--- config.mk ---
export PLATFORM = sky130hd
export DESIGN_NAME = fifo_buffer_param
export DESIGN_NICKNAME = d
export VERILOG_FILES = /design/src/rtl/fifo_pkg.sv /design/src/rtl/fifo_mem.sv /design/src/rtl/fifo_buffer_param.sv
export SDC_FILE = /design/constraint.sdc
export NUM_CORES = 1
export LEC_CHECK = 0
export CORE_ASPECT_RATIO = 1.2
export CORE_MARGIN = 5
export CORE_UTILIZATION = 55
export DETAILED_ROUTE_END_ITERATION = 16
export PLACE_DENSITY = 0.74
export RECOVER_POWER = 100
export SLEW_MARGIN = 30
export SYNTH_ARGS = -nofsm -noshare
export SYNTH_HDL_FRONTEND = slang
export SYNTH_SLANG_ARGS = --single-unit
--- constraint.sdc ---
create_clock -name clock -period 3 [get_ports clock]
set_input_delay 0.6 -clock clock [delete_from_list [all_inputs] [get_ports clock]]
set_output_delay 0.6 -clock clock [all_outputs]
set_load 0.02 [all_outputs]
--- src/rtl/fifo_pkg.sv ---
// Shared constants and helpers for the parametrised FIFO family.
// Consumers use fifo_addr_w() to size threshold and level buses.
package fifo_pkg;

  localparam int FIFO_DATA_W_DEF = 8;
  localparam int FIFO_DEPTH_DEF  = 32;

  // Pointer width for a given depth; threshold/level buses are one bit wider.
  function automatic int fifo_addr_w(input int depth);
    return (depth > 1) ? $clog2(depth) : 1;
  endfunction

  // Error flag pair carried as one register.
  typedef struct packed {
    logic overflow;
    logic underflow;
  } fifo_err_t;

endpackage

--- src/rtl/fifo_mem.sv ---
// Simple dual-port register array with a registered read port.
// The array itself is not reset; only the read register is.
module fifo_mem
  import fifo_pkg::*;
#(
  parameter  int DATA_W = FIFO_DATA_W_DEF,
  parameter  int DEPTH  = FIFO_DEPTH_DEF,
  localparam int ADDR_W = fifo_addr_w(DEPTH)
) (
  input  logic              clock,
  input  logic              reset_n,
  input  logic              we,
  input  logic [ADDR_W-1:0] waddr,
  input  logic [DATA_W-1:0] wdata,
  input  logic              re,
  input  logic [ADDR_W-1:0] raddr,
  output logic [DATA_W-1:0] rdata
);

  logic [DATA_W-1:0] mem_q [DEPTH];
  logic [DATA_W-1:0] rdata_q;
  logic [DATA_W-1:0] rdata_d;

  // Storage write; contents survive reset and are simply overwritten later.
  always_ff @(posedge clock) begin
    if (we) begin
      mem_q[waddr] <= wdata;
    end
  end

  // Read register loads only on an accepted read, otherwise holds.
  always_comb begin
    rdata_d = rdata_q;
    if (re) begin
      rdata_d = mem_q[raddr];
    end
  end

  // Read data register with asynchronous clear.
  always_ff @(posedge clock or negedge reset_n) begin
    if (!reset_n) begin
      rdata_q <= '0;
    end else begin
      rdata_q <= rdata_d;
    end
  end

  assign rdata = rdata_q;

endmodule

--- src/rtl/fifo_buffer_param.sv ---
// Parametrised single-clock FIFO with occupancy flags, programmable
// almost-full/almost-empty thresholds and overflow/underflow reporting.
// Optional macro FIFO_ERR_STICKY_EN makes the error flags sticky until
// err_clr; without it they are one-cycle pulses and err_clr is ignored.
module fifo_buffer_param
  import fifo_pkg::*;
#(
  parameter  int DATA_W = FIFO_DATA_W_DEF,
  parameter  int DEPTH  = FIFO_DEPTH_DEF,
  localparam int ADDR_W = fifo_addr_w(DEPTH)
) (
  input  logic              clock,
  input  logic              reset_n,
  input  logic              write_enable,
  input  logic              read_enable,
  input  logic [DATA_W-1:0] data_in,
  input  logic [ADDR_W:0]   full_thres,
  input  logic [ADDR_W:0]   empty_thres,
  input  logic              err_clr,
  output logic [DATA_W-1:0] data_out,
  output logic              empty,
  output logic              full,
  output logic              almost_full,
  output logic              almost_empty,
  output logic [ADDR_W:0]   level,
  output logic              overflow,
  output logic              underflow
);

  localparam logic [ADDR_W:0] DEPTH_CNT = (ADDR_W+1)'(DEPTH);

  logic [ADDR_W-1:0] wr_ptr_q, wr_ptr_d;
  logic [ADDR_W-1:0] rd_ptr_q, rd_ptr_d;
  logic [ADDR_W:0]   count_q, count_d;
  fifo_err_t         err_q, err_d, err_evt;
  logic              wr_acc;
  logic              rd_acc;

  // Status flags come straight from the registered count so they never lag.
  always_comb begin
    empty        = (count_q == '0);
    full         = (count_q == DEPTH_CNT);
    almost_full  = (count_q >= full_thres);
    almost_empty = (count_q <= empty_thres);
    level        = count_q;
  end

  // Accept logic: a read frees a slot on the same edge, so a full FIFO
  // still takes a write when a read is also accepted.
  always_comb begin
    rd_acc = read_enable && !empty;
    wr_acc = write_enable && (!full || rd_acc);
  end

  // Pointer and occupancy update; pointers wrap naturally at DEPTH.
  always_comb begin
    wr_ptr_d = wr_ptr_q;
    rd_ptr_d = rd_ptr_q;
    count_d  = count_q;
    if (wr_acc) begin
      wr_ptr_d = wr_ptr_q + ADDR_W'(1);
    end
    if (rd_acc) begin
      rd_ptr_d = rd_ptr_q + ADDR_W'(1);
    end
    case ({wr_acc, rd_acc})
      2'b10:   count_d = count_q + (ADDR_W+1)'(1);
      2'b01:   count_d = count_q - (ADDR_W+1)'(1);
      default: count_d = count_q;
    endcase
  end

  // Error detection and flag next-state (pulse or sticky).
  always_comb begin
    err_evt.overflow  = write_enable && full && !rd_acc;
    err_evt.underflow = read_enable && empty;
`ifdef FIFO_ERR_STICKY_EN
    err_d.overflow  = err_evt.overflow  | (err_q.overflow  & ~err_clr);
    err_d.underflow = err_evt.underflow | (err_q.underflow & ~err_clr);
`else
    err_d = err_evt;
`endif
  end

`ifndef FIFO_ERR_STICKY_EN
  logic err_clr_unused;
  assign err_clr_unused = err_clr;
`endif

  // Control state registers with asynchronous active-low clear.
  always_ff @(posedge clock or negedge reset_n) begin
    if (!reset_n) begin
      wr_ptr_q <= '0;
      rd_ptr_q <= '0;
      count_q  <= '0;
      err_q    <= '0;
    end else begin
      wr_ptr_q <= wr_ptr_d;
      rd_ptr_q <= rd_ptr_d;
      count_q  <= count_d;
      err_q    <= err_d;
    end
  end

  assign overflow  = err_q.overflow;
  assign underflow = err_q.underflow;

  fifo_mem #(
    .DATA_W (DATA_W),
    .DEPTH  (DEPTH)
  ) u_mem (
    .clock   (clock),
    .reset_n (reset_n),
    .we      (wr_acc),
    .waddr   (wr_ptr_q),
    .wdata   (data_in),
    .re      (rd_acc),
    .raddr   (rd_ptr_q),
    .rdata   (data_out)
  );

endmodule

# Yosys cells after proc, flatten, opt, wreduce, memory -nomap -nowiden
# Memory sizes are Yosys's and may differ from the RTL's. A register that Yosys moved wholly into a read port is not among the register bits.
# Index checks and enable logic that the tools add are counted.
dict set report word_totals {
  register_bits 18
  ramBits 256
  in_bits 25
  output_inout_bits 20
  word_cells 30
  mem_count 1
}
# name words word_bits read_ports rd_ports_with_merged_regs wr line
set memory_table {}
lappend memory_table {u_mem.mem_q 32 8 1 1 1 fifo_mem.sv:20} ;# logic [DATA_W-1:0] mem_q [DEPTH];
dict set report op_classes {
  add_sub_neg 4
  order_cmp 2
  n_eq_ne 3
  muxes 3
  reduce_logical 12
}
# op count
set op_table {}
lappend op_table {{6-bit one-hot mux with 2 select lines} 1}
lappend op_table {{5-bit by 1-bit adder with 5-bit output, second input constant} 2}
lappend op_table {{6-bit by 1-bit adder with 6-bit output, second input constant} 1}
lappend op_table {{6-bit == test, second input constant} 1}
lappend op_table {{6-bit >= comparator} 1}
lappend op_table {{6-bit <= comparator} 1}
lappend op_table {{6-bit logical NOT} 1}
lappend op_table {{6-bit by 1-bit subtractor with 6-bit output, second input constant} 1}
lappend op_table {{1-bit logical AND} 5}
lappend op_table {{1-bit logical NOT} 4}
lappend op_table {{2-bit by 1-bit == test with 1-bit output, second input constant} 1}
lappend op_table {{2-bit == test, second input constant} 1}
lappend op_table {{1-bit 2-to-1 mux} 2}
lappend op_table {{2-bit nonzero test} 1}
lappend op_table {{1-bit logical OR} 1}

# Longest topological paths before layout
# Gate-level depths: netlist of run 1.
dict set report logic_depth {
  depth_word 7
  ltp_mapped 12
  ltp_nobuf 12
}

# Cells and area by module
# Synthesis of run 1 repeated with hierarchy kept, for this count alone.
dict set report hier_totals {
  hier_cells 712
  area_unflattened_um2 11720.0
}
# module n_inst cells_each area_each_um2 seq_area_each_um2
set modules_own_cells {}
lappend modules_own_cells {fifo_mem 1 591 10421.2 7887.6}
lappend modules_own_cells {fifo_buffer_param 1 121 1298.7 450.4}

# Worst setup path before layout of run 1
# OpenSTA, ideal clock, no wires.
dict set report synth_path {
  path_type {reg-to-reg}
  startpoint {register count_q[1] (netlist: level[1])}
  endpoint {register count_q[5] (netlist: level[5])}
  setup_ps 140
  arrival_time_ps 3057
  required_time_ps 2860
  setup_slack_ps -197
  stages_incl_launch_ff 13
  n_path_buf 0
  period_less_slack_ps 3197
  cell_sequence {dfrtp_1 > or4_4 > nor3_4 > nor2b_1 > nand2b_1 > inv_1 > ha_1 > o21ai_0 > o21bai_1 > a21oi_1 > or3b_2 > a31oi_1 > o21ai_0}
}
dict set report synth_via {
  elab_chain_len 7
  word_cells_on_any_way 13
  cone_classes {add/sub: 2; eq/ne: 3; mux: 1; reduce/logical: 7}
}
# element line
set synth_rtl {}
lappend synth_rtl {{from (decl)} fifo_buffer_param.sv:34} ;# logic [ADDR_W:0] count_q, count_d;
lappend synth_rtl {{from (signal assigned)} fifo_buffer_param.sv:100} ;# count_q <= count_d;
lappend synth_rtl {{6-bit logical NOT *} fifo_buffer_param.sv:41} ;# empty = (count_q == '0);
lappend synth_rtl {{net empty} fifo_buffer_param.sv:21} ;# output logic empty,
lappend synth_rtl {{1-bit logical NOT *} fifo_buffer_param.sv:51} ;# rd_acc = read_enable && !empty;
lappend synth_rtl {{1-bit logical AND *} fifo_buffer_param.sv:51}
lappend synth_rtl {{1-bit logical OR} fifo_buffer_param.sv:52} ;# wr_acc = write_enable && (!full || rd_acc);
lappend synth_rtl {{1-bit logical AND} fifo_buffer_param.sv:52}
lappend synth_rtl {{2-bit by 1-bit == test with 1-bit output or 2-bit == test (tied branches)} fifo_buffer_param.sv:66} ;# case ({wr_acc, rd_acc})
lappend synth_rtl {{6-bit one-hot mux with 2 select lines or 2-bit nonzero test (tied branches)} n/a}
# The timed path passes the listed nets; every way through them passes the cells marked *.
# A chain may end at the register's enable or synchronous reset.

# Worst setup path after layout of run 1
dict set report layout_path {
  startpoint {register count_q[0] (netlist: level[0])}
  endpoint {output port full}
}
dict set report layout_via {
  elab_chain_len 1
}
# element line
set layout_rtl {}
lappend layout_rtl {{6-bit == test} fifo_buffer_param.sv:42} ;# full = (count_q == DEPTH_CNT);
lappend layout_rtl {{to (decl)} fifo_buffer_param.sv:22} ;# output logic full,
# Every way passes these cells.

==> qor.txt, run 1 <==
SYNTHESIS
----------------------------------------------------------------------------------------------------
Async S/R FF share, synth                                                                      9.22%
Instance count of the mapped netlist                                                             638
Post-Syn Nets                                                                                    685
Post-Synthesis Cell Area                                                                   11600 um2
Register area share after synthesis                                                            72.1%
Mean cell area of the mapped netlist                                                        18.1 um2
Library cell occupying the most area in the post-synthesis netlist                          edfxtp_1
EDFF count, synth                                                                                256
Count of cell types in the netlist                                                                44
Cell types occupying the most area after synthesis                                      edfxtp_1 66%, mux4_2 11%, dfrtp_1 5.6%, mux2i_1 2.3%, ha_1 2.3%
Share of the synthesized area in the top cell type                                             66.5%
Count of yosys warnings during synthesis                                                           0
Flip-flop and latch count after synthesis                                                        282
Predominant post-synthesis flop cell                                                        edfxtp_1

FLOORPLAN
----------------------------------------------------------------------------------------------------
Height of the die                                                                             169 um
Overall die area                                                                           24000 um2
Placeable core area                                                                        20800 um2
Number of placement rows                                                                          58
# IOs                                                                                             45
Starting utilization of the core area                                                          55.5%
Die width                                                                                     142 um

CRITICAL PATH
----------------------------------------------------------------------------------------------------
Type of element launching the critical path                                                flip-flop
Arrival time worst endpoint                                                                  2.34 ns
Required time reported for the critical path endpoint                                        2.40 ns
Kind of end point of the critical path                                                    output pin
Crit path max fanout                                                                               4
Max stage delay on crit path                                                                 0.56 ns
Critical-path cell with the highest stage delay                                                or4_4
Type of the setup path with the least slack                                             flip-flop to output pin
Number of buffer and inverter instances along the worst setup path                                 2
Ordered list of cells on the worst path                                                 or4_4 > or3b_4 > inv_1 > dlygate4sd2_1
Crit path max-delay family                                                              simple AND/OR/NAND/NOR gates

TIMING
----------------------------------------------------------------------------------------------------
Final worst slack                                                                          0.0602 ns
Setup-failing EPs final                                                                            0
Post-route minimum period                                                                    2.94 ns
Actual slew at the worst max-slew pin                                                        1.60 ns
Rel. slew slack                                                                               -6.49%
Total negative setup slack                                                                      0 ns
Worst clock skew                                                                           0.0185 ns
Max Clock Freq                                                                               340 MHz
Hold Fails Final Rpt                                                                               0
Final critical-path share of the clock period                                                  98.0%
Final max-slew violation count                                                                    99

RUN STATUS
----------------------------------------------------------------------------------------------------
Failing checks                                                                          max-capacitance violations, max-slew violations
Result of the run                                                                       finished with violations

GLOBAL ROUTING
----------------------------------------------------------------------------------------------------
Final global-route overflow total                                                                  0
Maximum number of pins on one net before global-route repair                                      42
Antenna violations before repair                                                                   0
Overall global routing resource usage                                                          19.6%
Via count of the first global-routing pass                                                      6294
First-pass GRT wire length                                                                  36100 um

DRT
----------------------------------------------------------------------------------------------------
DR iter-0 viols                                                                                  574
DR pass1 iterations                                                                                6
Via total after detailed routing                                                                6026
Total wire length                                                                           22900 um
DRC                                                                                                0
Routed wire length per instance                                                              22.6 um
Mean number of vias per cell                                                                    5.95
Final antenna-violating net count                                                                  0

CLOCK TREE
----------------------------------------------------------------------------------------------------
Largest buffer count on any clock path                                                             3
Count of clock tree sinks                                                                        282
Clock Latency Late Sink                                                                      0.52 ns
Clock-pin slew reported for the worst setup and hold paths after clock tree synthesis        0.07 ns
Clock tree from TritonCTS                                                                       done
Total CTS buffers                                                                                 25
Root buffer selected by CTS                                                                clkbuf_16
Total number of H-tree levels                                                                      1

PWR
----------------------------------------------------------------------------------------------------
Worst supply voltage drop on vdd                                                          0.000630 V
Standby leakage power                                                                     0.00456 uW
Power density normalized to cell area                                                     902 nW/um2

LAYOUT
----------------------------------------------------------------------------------------------------
Number of nets in the finished design                                                            771
Count of inserted antenna diode cells                                                              0
Area of all placed cells without fillers                                                   13400 um2
Leading cell types in the layout, fill and taps excluded                                256 x edfxtp_1, 58 x mux4_2, 47 x nor2_1
Finished Layout Cells                                                                           1012
Ratio of cells with drive above 1 in the final layout                                          21.0%
Util after Layout                                                                              64.4%
Layout overhead on the synthesized area                                                        15.9%
Leading cell type in the layout, fill and taps excluded                                     edfxtp_1

PLACEMENT
----------------------------------------------------------------------------------------------------
Cells after DPL                                                                                  963
Number of buffers added on ports                                                                  43
Placed wire-length estimate after detailed placement                                        14900 um
Cell area after placement                                                                  12600 um2
RD Place Congestion                                                                            0.840
Setup slack at placement                                                                   -0.548 ns

RUN
----------------------------------------------------------------------------------------------------
Max-Cap Viols                                                                                      4

MIN PATH
----------------------------------------------------------------------------------------------------
Class of the most critical hold timing path                                             flip-flop to flip-flop

registers in the layout (all words and copies together), names as in the netlist:
signal / count
wr_ptr_q: 5
u_mem.mem_q: 256
level: 6
u_mem.rdata: 8
overflow: 1
rd_ptr_q: 5
underflow: 1
metrics by stage:
| stage | hold WS (ns) | power [uW] |
|---|---|---|
| 3_5_place_dp | 0.484 | 8960 |
| 5_1_grt | 0.527 | 12700 |
| 6_report | 0.507 | 12100 |
| 2_1_floorplan | 0.304 | 7670 |
| 4_1_cts | 0.496 | 12200 |
| 3_3_place_gp | 0.473 | 8830 |
kinds of logic (layout without fill, tap and decap cells):
family	after synthesis	count (layout)	share of synthesized area, %
AO/OA/AOI/OAI	67	67	3.73
flip-flops	282	282	72.1
buffers and inverters	48	152	1.97
AND/OR/NAND/NOR	120	120	5.01
multiplexers	88	88	13.9
XOR/XNOR	11	11	0.833
adder cells (fa/ha/maj)	22	22	2.44
cell usage after synthesis (all sizes together), types with 4 or more instances:
| master | n |
|---|---|
| a21oi | 11 |
| xnor2 | 11 |
| mux2i | 27 |
| o21a | 7 |
| mux4 | 58 |
| nand3 | 12 |
| edfxtp | 256 |
| clkbuf | 9 |
| nor2 | 47 |
| ha | 21 |
| nor2b | 7 |
| dfrtp | 26 |
| o22ai | 5 |
| nand2b | 4 |
| inv | 17 |
| o31ai | 12 |
| a22oi | 6 |
| o21ai | 15 |
| or3b | 4 |
| buf | 22 |
| nand2 | 32 |
worst paths after layout:
path	slack, ns	startpoint	cells past startpoint	to
setup / recovery	0.06	level[0]	4	full
hold / removal	0.51	u_mem.rdata[7]	2	u_mem.rdata[7]
setup reg to reg	0.15	level[0]	12	level[5]
hold reg to reg	0.51	u_mem.rdata[7]	2	u_mem.rdata[7]
max in group asynchronous	1.40	reset_n	2	rd_ptr_q[1]
min in group asynchronous	0.56	reset_n	1	u_mem.rdata[4]
timing repair:
action,in CTS,in global routing
hold buffers,0,0
gates resized for setup,10,6
endpoints found under the setup margin,4,4
setup buffers,1,3
pin swaps,2,3
metal layers:
metal | wire [um] | track usage (%) | up-vias
li1 | - | - | 2684
met1 | 9540 | 27.5 | 3139
met2 | 11700 | 33.5 | 179
met3 | 1260 | 2.94 | 24
met4 | 402 | 3.76 | 0
met5 | 0 | 0 | -
report_power, final:
group          internal (uW)  total [uW]  switching (uW)
logic                   1850        3810            1960
clock network           1880        3200            1320
registers               4680        5090             410
worst reg2reg max path: cells and delay by family (launching register included):
family | cells | cell delay (ns)
AND/OR/NAND/NOR | 5 | 1.30
buffers and inverters | 1 | 0.09
AO/OA/AOI/OAI | 5 | 0.60
adder cells (fa/ha/maj) | 1 | 0.32
flip-flops | 1 | 0.42
final cells by class:
cell class / instances / area [um2]
repair buffers: 90 / 779
inverters: 17 / 63.8
multi-input cells: 308 / 3060
clock inverters: 14 / 173
clock buffers: 31 / 648
fillers: 1393 / 7420
well taps: 270 / 338
flip-flops and latches: 282 / 8350
Power figures use the tool's default switching activity.
==> inputs of run 2 (changes only) <==
--- a/config.mk
+++ b/config.mk
@@ -8,6 +8,7 @@
 export CORE_ASPECT_RATIO = 1.2
 export CORE_MARGIN = 5
 export CORE_UTILIZATION = 55
+export CTS_CLUSTER_SIZE = 10
 export DETAILED_ROUTE_END_ITERATION = 16
 export PLACE_DENSITY = 0.74
 export RECOVER_POWER = 100
==> run 2 against run 1 <==
The run still ends with max-capacitance violations, max-slew violations left. Sequential power about the same. Worst hold slack lost 0.019 ns. Cell area rose by 0.36%. Fmax fell by 0.28%. Highest routed layer unchanged. First-iteration DRC count rose by 8.7%. Largest cell class unchanged. Sequential share of layout area decreased by 0.24 points. Clock skew is 0.0062 ns lower. Core utilization is 0.23 points higher. Setup slack lost 0.0082 ns. Critical path depth grew 5. Clock-buffer cell count is 22 higher.
==> qor.txt, run 2 (synthesis results as in run 1) <==
GLOBAL ROUTING
----------------------------------------------------------------------------------------------------
Overall global routing resource usage                                                          20.1%   +0.50 points
Final global-route overflow total                                                                  0   unchanged
Antenna violations before repair                                                                   0   unchanged
Via count of the first global-routing pass                                                      6402   +1.7%
First-pass GRT wire length                                                                  36700 um   +1.7%
Maximum number of pins on one net before global-route repair                                      42   unchanged

DRT
----------------------------------------------------------------------------------------------------
DR iter-0 viols                                                                                  624   +8.7%
Total wire length                                                                           23200 um   +1.2%
DRC                                                                                                0   unchanged
Via total after detailed routing                                                                6063   +0.61%
Final antenna-violating net count                                                                  0   unchanged
Mean number of vias per cell                                                                    5.93   -0.37%
DR pass1 iterations                                                                                6   unchanged
Routed wire length per instance                                                              22.7 um   +0.25%

TIMING
----------------------------------------------------------------------------------------------------
Post-route minimum period                                                                    2.95 ns   +0.00818 ns
Worst clock skew                                                                           0.0123 ns   -0.00616 ns
Max Clock Freq                                                                               339 MHz   -0.28%
Setup-failing EPs final                                                                            0   unchanged
Final max-slew violation count                                                                    99   unchanged
RSZ-0062 raised after global routing                                                           false
Actual slew at the worst max-slew pin                                                        1.56 ns   -0.0354 ns
Rel. slew slack                                                                               -4.13%   +2.4 points
Total negative setup slack                                                                      0 ns   unchanged
Hold Fails Final Rpt                                                                               0   unchanged
Final critical-path share of the clock period                                                  98.3%   +0.27 points

LAYOUT
----------------------------------------------------------------------------------------------------
Ratio of cells with drive above 1 in the final layout                                          19.1%   -1.9 points
Filler cell count                                                                               1409   +1.1%
Sequential standard cell area                                                               8340 um2   about the same
Util after Layout                                                                              64.6%   +0.23 points
Largest register FFs                                                                             256   unchanged
Leading cell types in the layout, fill and taps excluded                                256 x edfxtp_1, 58 x mux4_2, 47 x nor2_1
Count of inserted antenna diode cells                                                              0   unchanged
Leading cell type in the layout, fill and taps excluded                                     edfxtp_1
Area of all placed cells without fillers                                                   13500 um2   +0.36%
Register bank with the most flops                                                        u_mem.mem_q
Multi-input logic area                                                                      3060 um2   +0.16%
Number of nets in the finished design                                                            780   +1.2%
Layout overhead on the synthesized area                                                        16.3%

PWR
----------------------------------------------------------------------------------------------------
Final total power                                                                           12400 uW   +2.2%
Standby leakage power                                                                     0.00456 uW   about the same
Power density normalized to cell area                                                     918 nW/um2   +1.8%
Net Sw Frac                                                                                    30.6%   about the same
Sequential share of power                                                                      41.2%   -0.9 points
Part of the power in combinational logic                                                       30.1%   -1.4 points
Clock share of power                                                                           28.7%   +2.2 points
Reported net switching power                                                                 3770 uW   +2.2%
Int Pwr                                                                                      8580 uW   +2.2%
Worst supply voltage drop on vdd                                                          0.000556 V   -12%

CRITICAL PATH
----------------------------------------------------------------------------------------------------
Kind of end point of the critical path                                                    output pin
Worst reg2reg setup slack                                                                    0.17 ns   +0.02 ns
Worst flop-to-flop path startpoint                                                          level[0]
Cell depth of the worst flop-to-flop path                                                         12   unchanged
Required time reported for the critical path endpoint                                        2.40 ns   about the same
Crit path max-delay family                                                              compound AO/OA/AOI/OAI gates
Ordered list of cells on the worst path                                                 clkdlybuf4s50_1 > inv_1 > ha_1 > o21a_1 > o21a_1 > o21a_1 > o21a_1 > o22ai_1 > clkbuf_2
Type of the setup path with the least slack                                             input port to output pin
Cell type with the highest occurrence count on the critical path                              o21a_1
Critical register-to-register path endpoint                                                 level[5]
Number of buffer and inverter instances along the worst setup path                                 3   +1
Critical-path cell with the highest stage delay                                         clkdlybuf4s50_1
Type of element launching the critical path                                               input port
Crit path max fanout                                                                               2   -2
Max stage delay on crit path                                                                 0.46 ns   -0.10 ns
Arrival time worst endpoint                                                                  2.35 ns   about the same

CLOCK TREE
----------------------------------------------------------------------------------------------------
Total CTS buffers                                                                                 34   +36%
Total number of H-tree levels                                                                      2   +1
Largest buffer count on any clock path                                                             3   unchanged
Clock Latency Late Sink                                                                      0.49 ns   -0.03 ns
Clock tree from TritonCTS                                                                       done
Cts hold-fix bufs                                                                                  0   unchanged
Clock-pin slew reported for the worst setup and hold paths after clock tree synthesis        0.05 ns   -0.02 ns
Count of clock tree sinks                                                                        282   unchanged
Root buffer selected by CTS                                                                clkbuf_16

FLOORPLAN
----------------------------------------------------------------------------------------------------
Die width                                                                                     142 um   unchanged
Starting utilization of the core area                                                          55.5%   unchanged
Number of placement rows                                                                          58   unchanged
Placeable core area                                                                        20800 um2   unchanged
Overall die area                                                                           24000 um2   unchanged
Height of the die                                                                             169 um   unchanged
# IOs                                                                                             45   unchanged

MIN PATH
----------------------------------------------------------------------------------------------------
Hold Crit Endpoint                                                                      u_mem.rdata[3]
Class of the most critical hold timing path                                             flip-flop to flip-flop
Hold path cells                                                                                    2   unchanged
Hold Startpoint                                                                         u_mem.rdata[3]

PLACEMENT
----------------------------------------------------------------------------------------------------
RD Place Congestion                                                                            0.840   unchanged
Placed wire-length estimate after detailed placement                                        14900 um   unchanged
Number of buffers added on ports                                                                  43   unchanged
Cell area after placement                                                                  12600 um2   unchanged

RUN STATUS
----------------------------------------------------------------------------------------------------
Result of the run                                                                       finished with violations
Failing checks                                                                          max-capacitance violations, max-slew violations

RUN
----------------------------------------------------------------------------------------------------
Max-Cap Viols                                                                                      3   -1

run 2: changes by cell type in the layout (fill, tap and decap cells not counted), sizes merged, moves of 4 or more:
cell           before  now
bufinv              4    0
clkdlybuf4s50      29   13
dlygate4sd3         9   25
buf                39   12
clkbuf             41   90
clkinv              8    0
run 2: timing repair:
action                     CTS  global route
pin swaps                    2             4
buffers inserted             0             4
setup endpoints to repair    4             3
gates resized for setup     10             8
cloned                       0             0
run 2: layer usage:
layer  vias to the layer above  global-route usage, %  routed length [um]
met1                      3095                   27.8                9520
met5                         -                      0                   0
met3                        41                   3.31                1390
met2                       223                   33.3               11700
met4                         0                   6.41                 608
li1                       2704                      -                   -
run 2: worst max path at each step:
| stage | start | end | slack [ns] | depth (start not counted) |
|---|---|---|---|---|
| after floorplan | level[3] | level[5] | -0.06 | 12 |
| after global placement | empty_thres[1] | almost_empty | -0.50 | 10 |
| after detailed placement | empty_thres[1] | almost_empty | -0.55 | 10 |
| after CTS | empty_thres[1] | almost_empty | 0.002 | 10 |
| after global routing | level[0] | almost_full | 0.009 | 9 |
| final | empty_thres[2] | almost_empty | 0.05 | 9 |
run 2: worst reg2reg max path, cell delays in order (launching register included):
cell	delay (ns)
dfrtp_2	0.44
or4_4	0.56
nor3_4	0.14
nor2b_1	0.10
nand2b_4	0.08
inv_2	0.08
ha_4	0.29
o21ai_0	0.07
o21bai_1	0.17
a21oi_2	0.10
or3b_4	0.38
a31oi_1	0.17
o21ai_0	0.10
run 2: power groups by stage:
stage | clock network (uW) | logic (uW) | registers (uW)
floorplan | 0 | 2650 | 5020
detailed placement | 0 | 3780 | 5180
finish | 3550 | 3720 | 5090
CTS | 3620 | 3820 | 5100
global placement | 0 | 3690 | 5140
global route | 3810 | 4050 | 5140
run 2: layout make-up:
class	instances	share of cell area [%]
multi-input combinational	308	22.8
clock buffer	53	7.01
inverter	17	0.474
tap	270	2.51
timing repair buffer	90	5.09
sequential	282	62.0
clock inverter	2	0.130
run 2: per-stage QoR:
stage | hold slack [ns] | worst slack, ns | instances
after floorplan | 0.304 | -0.0585 | 638
after global placement | 0.473 | -0.496 | 963
after detailed placement | 0.484 | -0.548 | 963
after CTS | 0.500 | 0.00184 | 1018
after global routing | 0.520 | 0.00881 | 1022
final | 0.488 | 0.0521 | 1022
